$ cat src/rtl/i2c_cfg_sequencer.sv
// Configuration sequencer: walks a writable table of I2C write commands and
// hands them one at a time to the I2C master over its start/ready handshake.
module i2c_cfg_sequencer #(
    parameter int unsigned DEPTH      = 16,
    parameter int unsigned AW         = 4,
    parameter int unsigned GAP_CYCLES = 4,
    parameter int unsigned TIMEOUT    = 1023
) (
    input  logic          clk,
    input  logic          reset,
    input  logic          tbl_we,
    input  logic [AW-1:0] tbl_waddr,
    input  logic [22:0]   tbl_wdata,
    input  logic          go,
    input  logic [AW:0]   count,
    input  logic          abort,
    output logic          m_start,
    output logic [6:0]    m_addr,
    output logic [7:0]    m_sub,
    output logic [7:0]    m_data,
    input  logic          m_ready,
    output logic          busy,
    output logic          done,
    output logic          error,
    output logic [AW-1:0] cur_idx
);

    localparam int unsigned TMR_W = 10;
    localparam int unsigned ENT_W = 23;

    typedef enum logic [2:0] {
        S_IDLE,
        S_LOAD,
        S_ISSUE,
        S_WAIT_DONE,
        S_GAP,
        S_FINISH
    } state_t;

    state_t             state_q, state_d;
    logic               ld_ph_q, ld_ph_d;
    logic [AW-1:0]      idx_q, idx_d;
    logic [AW:0]        cnt_q, cnt_d;
    logic [TMR_W-1:0]   tmr_q, tmr_d;
    logic               tmr_en;
    logic               m_start_q, m_start_d;
    logic [6:0]         m_addr_q, m_addr_d;
    logic [7:0]         m_sub_q, m_sub_d;
    logic [7:0]         m_data_q, m_data_d;
    logic               busy_q, busy_d;
    logic               done_q, done_d;
    logic               error_q, error_d;
    logic               tmr_hit, gap_hit, last_ent;

    logic [ENT_W-1:0]   tbl [DEPTH];
    logic [ENT_W-1:0]   rd_q;

    // Command table: writes locked out while a sequence runs; registered read
    always_ff @(posedge clk) begin
        if (tbl_we && !busy_q) begin
            tbl[tbl_waddr] <= tbl_wdata;
        end
        rd_q <= tbl[idx_q];
    end

    // State and output registers
    always_ff @(posedge clk or negedge reset) begin
        if (!reset) begin
            state_q   <= S_IDLE;
            ld_ph_q   <= 1'b0;
            idx_q     <= '0;
            cnt_q     <= '0;
            tmr_q     <= '0;
            m_start_q <= 1'b0;
            m_addr_q  <= '0;
            m_sub_q   <= '0;
            m_data_q  <= '0;
            busy_q    <= 1'b0;
            done_q    <= 1'b0;
            error_q   <= 1'b0;
        end else begin
            state_q   <= state_d;
            ld_ph_q   <= ld_ph_d;
            idx_q     <= idx_d;
            cnt_q     <= cnt_d;
            tmr_q     <= tmr_d;
            m_start_q <= m_start_d;
            m_addr_q  <= m_addr_d;
            m_sub_q   <= m_sub_d;
            m_data_q  <= m_data_d;
            busy_q    <= busy_d;
            done_q    <= done_d;
            error_q   <= error_d;
        end
    end

    // Next-state and next-output logic; abort overrides everything else
    always_comb begin
        state_d   = state_q;
        ld_ph_d   = ld_ph_q;
        idx_d     = idx_q;
        cnt_d     = cnt_q;
        m_start_d = m_start_q;
        m_addr_d  = m_addr_q;
        m_sub_d   = m_sub_q;
        m_data_d  = m_data_q;
        busy_d    = busy_q;
        done_d    = 1'b0;
        error_d   = error_q;
        tmr_en    = 1'b0;
        tmr_hit   = (tmr_q == TMR_W'(TIMEOUT));
        gap_hit   = (tmr_q == TMR_W'(GAP_CYCLES - 1));
        last_ent  = ({1'b0, idx_q} == (cnt_q - (AW+1)'(1)));

        case (state_q)
            S_IDLE: begin
                if (go) begin
                    if (count == '0) begin
                        done_d = 1'b1;
                    end else begin
                        cnt_d   = (count > (AW+1)'(DEPTH)) ? (AW+1)'(DEPTH) : count;
                        error_d = 1'b0;
                        idx_d   = '0;
                        busy_d  = 1'b1;
                        ld_ph_d = 1'b0;
                        state_d = S_LOAD;
                    end
                end
            end
            S_LOAD: begin
                if (!ld_ph_q) begin
                    ld_ph_d = 1'b1;
                end else begin
                    m_addr_d = rd_q[22:16];
                    m_sub_d  = rd_q[15:8];
                    m_data_d = rd_q[7:0];
                    tmr_en   = 1'b1;
                    if (m_ready) begin
                        m_start_d = 1'b1;
                        state_d   = S_ISSUE;
                    end else if (tmr_hit) begin
                        error_d = 1'b1;
                        busy_d  = 1'b0;
                        state_d = S_IDLE;
                    end
                end
            end
            S_ISSUE: begin
                tmr_en = 1'b1;
                if (!m_ready) begin
                    m_start_d = 1'b0;
                    state_d   = S_WAIT_DONE;
                end else if (tmr_hit) begin
                    m_start_d = 1'b0;
                    error_d   = 1'b1;
                    busy_d    = 1'b0;
                    state_d   = S_IDLE;
                end
            end
            S_WAIT_DONE: begin
                tmr_en = 1'b1;
                if (m_ready) begin
                    if (last_ent) begin
                        done_d  = 1'b1;
                        busy_d  = 1'b0;
                        state_d = S_FINISH;
                    end else begin
                        idx_d   = idx_q + AW'(1);
                        state_d = S_GAP;
                    end
                end else if (tmr_hit) begin
                    error_d = 1'b1;
                    busy_d  = 1'b0;
                    state_d = S_IDLE;
                end
            end
            S_GAP: begin
                tmr_en = 1'b1;
                if (gap_hit) begin
                    ld_ph_d = 1'b0;
                    state_d = S_LOAD;
                end
            end
            S_FINISH: begin
                state_d = S_IDLE;
            end
            default: begin
                state_d = S_IDLE;
            end
        endcase

        if (abort && (state_q != S_IDLE)) begin
            state_d   = S_IDLE;
            idx_d     = idx_q;
            m_start_d = 1'b0;
            busy_d    = 1'b0;
            done_d    = 1'b0;
            error_d   = error_q;
        end

        // One shared timer: restarts on every state change
        if (state_d != state_q) begin
            tmr_d = '0;
        end else if (tmr_en) begin
            tmr_d = tmr_q + TMR_W'(1);
        end else begin
            tmr_d = tmr_q;
        end
    end

    assign m_start = m_start_q;
    assign m_addr  = m_addr_q;
    assign m_sub   = m_sub_q;
    assign m_data  = m_data_q;
    assign busy    = busy_q;
    assign done    = done_q;
    assign error   = error_q;
    assign cur_idx = idx_q;

endmodule

$ cat config.mk
export PLATFORM = sky130hd
export DESIGN_NAME = i2c_cfg_sequencer
export DESIGN_NICKNAME = d
export VERILOG_FILES = /design/src/rtl/i2c_cfg_sequencer.sv
export SDC_FILE = /design/constraint.sdc
export NUM_CORES = 1
export LEC_CHECK = 0
export BUFFER_PORTS_ARGS = -buffer_cell sky130_fd_sc_hd__buf_2
export CAP_MARGIN = 0
export CELL_PAD_IN_SITES_DETAIL_PLACEMENT = 0
export CELL_PAD_IN_SITES_GLOBAL_PLACEMENT = 2
export CORE_AREA = 10 10 203 205
export DETAILED_ROUTE_END_ITERATION = 16
export DIE_AREA = 0 0 213 215
export GPL_ROUTABILITY_DRIVEN = 0
export GPL_TIMING_DRIVEN = 0
export HOLD_SLACK_MARGIN = 0.08
export MAX_ROUTING_LAYER = met4
export PLACE_DENSITY = 0.87
export SKIP_CTS_REPAIR_TIMING = 1
export SYNTH_ARGS = -nofsm -noshare
export SYNTH_HDL_FRONTEND = slang
export SYNTH_SLANG_ARGS = --single-unit
$ cat constraint.sdc
create_clock -name clk -period 4.3 [get_ports clk]
set_clock_uncertainty 0.15 [all_clocks]
set_input_delay 0.86 -clock clk [delete_from_list [all_inputs] [get_ports clk]]
set_output_delay 0.86 -clock clk [all_outputs]
set_load 0.02 [all_outputs]
==> results of run 1 <==
## layer usage
layer,GRT usage,part of all wire
met4,0.0533,0.024
met3,0.0265,0.068
met5,-,0
met2,0.275,0.47
met1,0.255,0.44
## flip-flops by register name, indices dropped and copies added, names as in the netlist
name / flops
cur_idx: 4
m_data: 8
tbl: 368
cnt_q: 5
tmr_q: 10
m_addr: 7
done: 1
busy: 1
error: 1
m_start: 1
rd_q: 23
ld_ph_q: 1
state_q: 3
m_sub: 8
## critical path: stages, from the launching register on
cell	delay (ns)
dfrtp_1	0.41
clkbuf_1	0.40
and2_1	0.21
clkbuf_1	0.54
clkbuf_1	0.69
a221oi_1	0.24
a22oi_1	0.24
nand2_1	0.19
## how the worst max path moves through the flow
stage               start          to  slack (ns)  depth (start not counted)
2_1_floorplan      tbl_we   tbl[8][0]        0.68                          3
3_3_place_gp       tbl_we  tbl[8][15]       -1.77                          4
3_5_place_dp   cur_idx[2]     rd_q[7]        1.08                          7
4_1_cts        cur_idx[2]     rd_q[7]        1.08                          7
5_1_grt        cur_idx[2]     rd_q[7]        0.94                          7
6_report       cur_idx[2]     rd_q[7]        1.06                          7
## cell type report
| type | count | area, µm² | share of cell area |
|---|---|---|---|
| tap | 474 | 593 | 0.0295 |
| sequential | 441 | 12800 | 0.635 |
| clock inverter | 14 | 158 | 0.00784 |
| buffer | 52 | 219 | 0.0109 |
| timing repair buffer | 85 | 622 | 0.0309 |
| clock buffer | 69 | 1310 | 0.0649 |
| inverter | 9 | 33.8 | 0.00168 |
| multi-input combinational | 470 | 4420 | 0.220 |
## per-stage QoR
step | setup slack, ns | setup TNS (ns) | power [mW] | instance area (µm²) | cells
5_1_grt | 0.936 | 0 | 11.8 | 20100 | 1614
6_report | 1.06 | 0 | 11.3 | 20100 | 1614
3_5_place_dp | 1.08 | 0 | 7.64 | 18600 | 1530
3_3_place_gp | -1.77 | -123.82 | 7.57 | 18200 | 1513
4_1_cts | 1.08 | 0 | 11.4 | 20100 | 1613
2_1_floorplan | 0.678 | 0 | 6.86 | 17300 | 972
## synthesized netlist by cell type (3+ instances only)
cell type / n
clkbuf_1: 30
buf_1: 8
o21ai_0: 27
o211ai_1: 11
o21a_1: 3
mux2i_1: 103
a21oi_1: 5
edfxtp_1: 368
dfrtp_1: 50
buf_2: 12
nand2_1: 50
nand2b_1: 8
ha_1: 3
mux2_1: 3
nand4_1: 3
nor2_1: 23
a221oi_1: 47
inv_1: 9
dfxtp_1: 23
nand4b_1: 3
or3_1: 4
mux4_2: 46
nor4_1: 3
nand3_1: 18
nand3b_1: 5
and2_1: 3
xnor2_1: 11
a22oi_1: 25
or2_2: 3
nor3_1: 9
mux2_2: 21
## power by group
part,switching (mW),leakage (nW),internal (mW)
sequential,0.135,4.14,4.93
clock,1.55,0.718,2.28
combinational,1.44,1.79,1.02
total,3.12,6.65,8.22
## cell families after synthesis
kind of cell,synth area share
buffers and inverters,0.0146
multiplexers,0.135
XOR/XNOR,0.00607
AND/OR/NAND/NOR,0.0423
AO/OA/AOI/OAI,0.0629
flip-flops,0.737
adder cells (fa/ha/maj),0.00217
==> summary.txt, run 1 <==
Status
  • Outcome: finished clean

Synthesis
  • YS warnings: 0
  • Number of distinct library cells after synthesis: 59
  • Top FF cell, synth: edfxtp_1
  • Synth area leader: edfxtp_1
  • Mean post-synth cell area: between 15 and 20 µm²
  • Synth area leaders: edfxtp_1 (64%), dfrtp_1 (7.2%), mux4_2 (6.0%)
  • Mapped cell area: roughly 0.017 mm²
  • EDFF count, synth: 368
  • Top cell type's share of synthesized area: 0.638
  • Post-Syn Instances: roughly 1000
  • Async S/R FF share, synth: 0.113
  • Register area share after synthesis: 0.737
  • Mapped Nets: just over 1k
  • Flops & latches, synth: about 440

Clocking
  • CTS buffer count: 45
  • Clk sinks: ~440
  • CTS clk-pin slew, worst paths: 0.06 ns
  • Clk Latency, worst-skew pair: 0.55 ns
  • CTS max path bufs: 3
  • CTS tree: yes
  • Clock root buffer: clkbuf_16
  • H-tree depth: 2

Timing
  • Slew Limit Fails: 0
  • Max transition margin: 0.207
  • Max Fclk: about 0.31 GHz
  • Worst-Margin Slew: about 1.2 ns
  • RSZ-0062 raised after global routing: no
  • Min Clock Period, post-route: roughly 3.2 ns
  • Fin crit share: 0.755
  • Hold_ws: 0.242 ns
  • Final hold vios: 0
  • Final setup fails: 0

Worst setup path
  • CP max FO: 10
  • WS Path Type: register to register
  • Worst reg-to-reg path cell count: 7
  • CP arrival: ~3.5 ns
  • Crit Reg-Reg Endpoint: rd_q[7]
  • Crit path launch type: register
  • Crit Reg-Reg Startpoint: cur_idx[2]
  • Worst R2R Setup Slack: around 1.1 ns
  • WP data required: around 4.5 ns
  • Critical Path Sink Type: register

Floorplan
  • Area of the core: between 0.03 and 0.04 mm²
  • Io pins: between 60 and 70
  • Die W: around 210 µm
  • Die Area: 0.0458 mm²
  • Die Height: around 220 µm
  • Starting Density: 0.465
  • Num rows: between 70 and 80

Power
  • Leak pwr: 6.65 nW
  • Peak VDD IR: 292 µV
  • Pwr Density: between 500 and 600 mW/mm²

Min path
  • Hold Path Class: input port to asynchronous set/reset pin

Finish
  • Most frequent cells in the layout: edfxtp_1 (368), mux2i_1 (103), buf_2 (78)
  • Share of cells above drive strength 1: 0.232
  • Post-layout net count: approximately 1.1k
  • Count of antenna diodes in the layout: 0
  • Most common cell after layout, fill and taps aside: edfxtp_1
  • Fillers: between 2k and 3k
  • End-of-flow core utilization: 0.540
  • Area delta synth->final: 16.1%

Global route
  • Largest net degree at the start of global routing: around 50
  • GRT overflow: 0
  • GRT Overall Usage: 0.183
  • Initial antenna violation count: 1
  • First-pass GRT wire length: between 60000 and 70000 µm
  • Number of global-route vias before repair: approximately 9.4k

Run
  • Max-Cap Viols: 0

Routing
  • Vias per cell: 5.88
  • First drt pass iteration count: 7
  • WL final: 40800 µm
  • Total number of vias: around 9.5k
  • ANT nets after route: 0
  • Remaining DRCs: 0
  • Wire per inst: ~25 µm
  • 1st-iter DRT viols: approximately 950

Placement
  • Port buffer count: 67
  • DP HPWL: around 26000 µm
No activity file was read; power rests on OpenSTA's default activity.
==> run 2, diff against run 1 <==
clock period = 3.4 ns   (was 4.3 ns; I/O delays follow)
==> run 2 against run 1 <==
  * Non-clock buffer count down 2
  * Clock-buffer cell count is 5 lower
  * Routed wire length is 0.93% higher
  * Critical path depth shrank 1
  * Sequential share of layout area about the same
  * Via count increased by 0.18%
  * Cell count about the same
  * Setup slack got worse by 0.91 ns
  * Combinational power up 26%
  * Register-to-register slack worse by 0.91 ns
  * Hold slack worse by 0.20 ns
  * Final area hardly changed
==> summary.txt, run 2 (synthesis gave the netlist of run 1 again) <==
Floorplan
  • Die Area: 0.0458 mm² (unchanged)
  • Num rows: 71 (unchanged)
  • Starting Density: 0.465 (unchanged)
  • Area of the core: 0.0372 mm² (unchanged)
  • Die Height: 215 µm (unchanged)
  • Die W: 213 µm (unchanged)
  • Io pins: 69 (unchanged)

Clocking
  • CTS tree: yes (unchanged)
  • H-tree depth: 2 (unchanged)
  • Clk Latency, worst-skew pair: 0.57 ns (was 0.55 ns)
  • CTS max path bufs: 3 (unchanged)
  • CTS clk-pin slew, worst paths: 0.06 ns (about the same)
  • Clock root buffer: clkbuf_16 (unchanged)
  • Clk sinks: 441 (unchanged)
  • CTS buffer count: 45 (unchanged)

Power
  • Pwr Density: 709 mW/mm² (was 564 mW/mm²)
  • Flop pwr share: 0.450 (was 0.446)
  • Clock power share: 0.332 (was 0.337)
  • Peak VDD IR: 444 µV (was 292 µV)
  • P_sw: 4.06 mW (was 3.12 mW)
  • Leak pwr: 6.64 nW (was 6.65 nW)
  • Cell Int Power: 10.2 mW (was 8.22 mW)
  • Sw frac: 0.285 (was 0.275)
  • Total power: 14.3 mW (was 11.3 mW)
  • Comb power frac: 0.218 (was 0.217)

Worst setup path
  • Critical path's largest stage delay: 0.78 ns (was 0.69 ns)
  • CP cell instances: clkbuf_1 > clkbuf_1 > clkbuf_1 > mux4_2 > a22oi_1 > nand2_1 (was clkbuf_1 > and2_1 > clkbuf_1 > clkbuf_1 > a221oi_1 > a22oi_1 > nand2_1)
  • Worst reg-to-reg path cell count: 6 (was 7)
  • Worst R2R Setup Slack: 0.15 ns (was 1.06 ns)
  • CP max FO: 10 (unchanged)
  • Crit path launch type: register (unchanged)
  • Worst path most repeated cell: clkbuf_1 (unchanged)
  • Crit Reg-Reg Endpoint: rd_q[15] (was rd_q[7])
  • Critical Path Sink Type: register (unchanged)
  • CP max stage cell: clkbuf_1 (unchanged)
  • WS Path Type: register to register (unchanged)
  • CP arrival: 3.53 ns (was 3.47 ns)
  • WP data required: 3.68 ns (was 4.53 ns)
  • Crit Reg-Reg Startpoint: cur_idx[1] (was cur_idx[2])

Finish
  • Top reg by flops: tbl (unchanged)
  • Count of antenna diodes in the layout: 0 (unchanged)
  • Area delta synth->final: 16.1% (about the same)
  • Post-layout net count: 1143 (was 1145)
  • Post-Layout Inst Area: 0.0201 mm² (about the same)
  • Most frequent cells in the layout: edfxtp_1 (368), mux2i_1 (103), buf_2 (78) (unchanged)
  • Most common cell after layout, fill and taps aside: edfxtp_1 (unchanged)
  • Top Registers: tbl x368, rd_q x23, tmr_q x10 (unchanged)
  • Finished Layout Cells: 1613 (was 1614)
  • End-of-flow core utilization: 0.540 (about the same)
  • Max reg flops: 368 (unchanged)
  • Share of cells above drive strength 1: 0.228 (was 0.232)

Timing
  • Fin crit share: 0.956 (was 0.755)
  • Slew Limit Fails: 0 (unchanged)
  • Max Fclk: 0.308 GHz (about the same)
  • Min Clock Period, post-route: 3.25 ns (was 3.24 ns)
  • Final hold vios: 0 (unchanged)
  • Max transition margin: 0.170 (was 0.207)
  • RSZ-0062 raised after global routing: no (unchanged)
  • Setup TNS: 0 ns (unchanged)
  • Final setup fails: 0 (unchanged)
  • Worst-Margin Slew: 1.25 ns (was 1.19 ns)

Global route
  • GRT overflow: 0 (unchanged)
  • Initial antenna violation count: 1 (unchanged)
  • Largest net degree at the start of global routing: 51 (unchanged)
  • GRT Overall Usage: 0.184 (was 0.183)
  • Number of global-route vias before repair: 9354 (was 9359)
  • First-pass GRT wire length: 61200 µm (was 60400 µm)

Routing
  • First drt pass iteration count: 5 (was 7)
  • Remaining DRCs: 0 (unchanged)
  • ANT nets after route: 0 (unchanged)
  • Vias per cell: 5.90 (was 5.88)
  • 1st-iter DRT viols: 830 (was 953)
  • Total number of vias: 9511 (was 9494)
  • WL final: 41200 µm (was 40800 µm)
  • Wire per inst: 25.5 µm (was 25.3 µm)

Placement
  • Cells after DPL: 1529 (was 1530)
  • Dpl cell area: 0.0187 mm² (was 0.0186 mm²)
  • Port buffer count: 67 (unchanged)
  • DP HPWL: 25900 µm (was 25700 µm)

Min path
  • Hold Path Class: input port to asynchronous set/reset pin (unchanged)

Status
  • Outcome: finished clean (unchanged)

Run
  • Max-Cap Viols: 0 (unchanged)
-- run 2: cell types whose count changed in the layout (fill, tap and decap cells not counted), sizes merged --
cell / before / now
clkinvlp: 1 / 2
clkinv: 7 / 14
clkbuf: 101 / 95
buf: 105 / 104
bufinv: 3 / 1
-- run 2: worst max path at each step --
stage / depth (start not counted) / endpoint / from / slack, ns
5_1_grt: 7 / rd_q[7] / cur_idx[2] / 0.01
6_report: 6 / rd_q[15] / cur_idx[1] / 0.15
2_1_floorplan: 2 / tbl[0][0] / tbl_waddr[2] / 0.10
3_5_place_dp: 6 / rd_q[7] / cur_idx[1] / 0.14
3_3_place_gp: 3 / tbl[0][9] / tbl_waddr[2] / -2.07
4_1_cts: 6 / rd_q[7] / cur_idx[1] / 0.12
-- run 2: per-stage QoR --
step	worst slack, ns	hold WS, ns
after floorplan	0.102	0.234
after global placement	-2.07	0.280
after detailed placement	0.136	0.290
after CTS	0.123	0.0645
after global routing	0.0103	0.0969
final	0.149	0.0404
-- run 2: layout make-up --
type                       count  area [µm²]
multi-input combinational    470        4430
tap                          474         593
sequential                   441       12800
clock inverter                20         189
timing repair buffer          83         643
fill                        2877       17100
buffer                        52         220
clock buffer                  64        1250
inverter                       9        33.8
-- run 2: per-layer routing --
metal  track usage  wire length, µm
met4        0.0528              943
met3        0.0341             3160
met2         0.278            19400
met1         0.251            17700
met5             -                0
-- run 2: power groups by stage --
| stage | Clock (mW) | Combinational, mW | Sequential [mW] |
|---|---|---|---|
| 2_1_floorplan | 0 | 1.99 | 6.69 |
| 3_3_place_gp | 0 | 3.07 | 6.52 |
| 3_5_place_dp | 0 | 3.15 | 6.52 |
| 4_1_cts | 4.81 | 3.17 | 6.42 |
| 5_1_grt | 5.01 | 3.37 | 6.45 |
| 6_report | 4.74 | 3.10 | 6.41 |
-- run 2: critical path: cells and delay by family (launching register included) --
kind | cells | cell delay, ns
compound gates | 1 | 0.17
buf+inv | 3 | 1.87
flops | 1 | 0.38
mux | 1 | 0.41
simple gates | 1 | 0.13
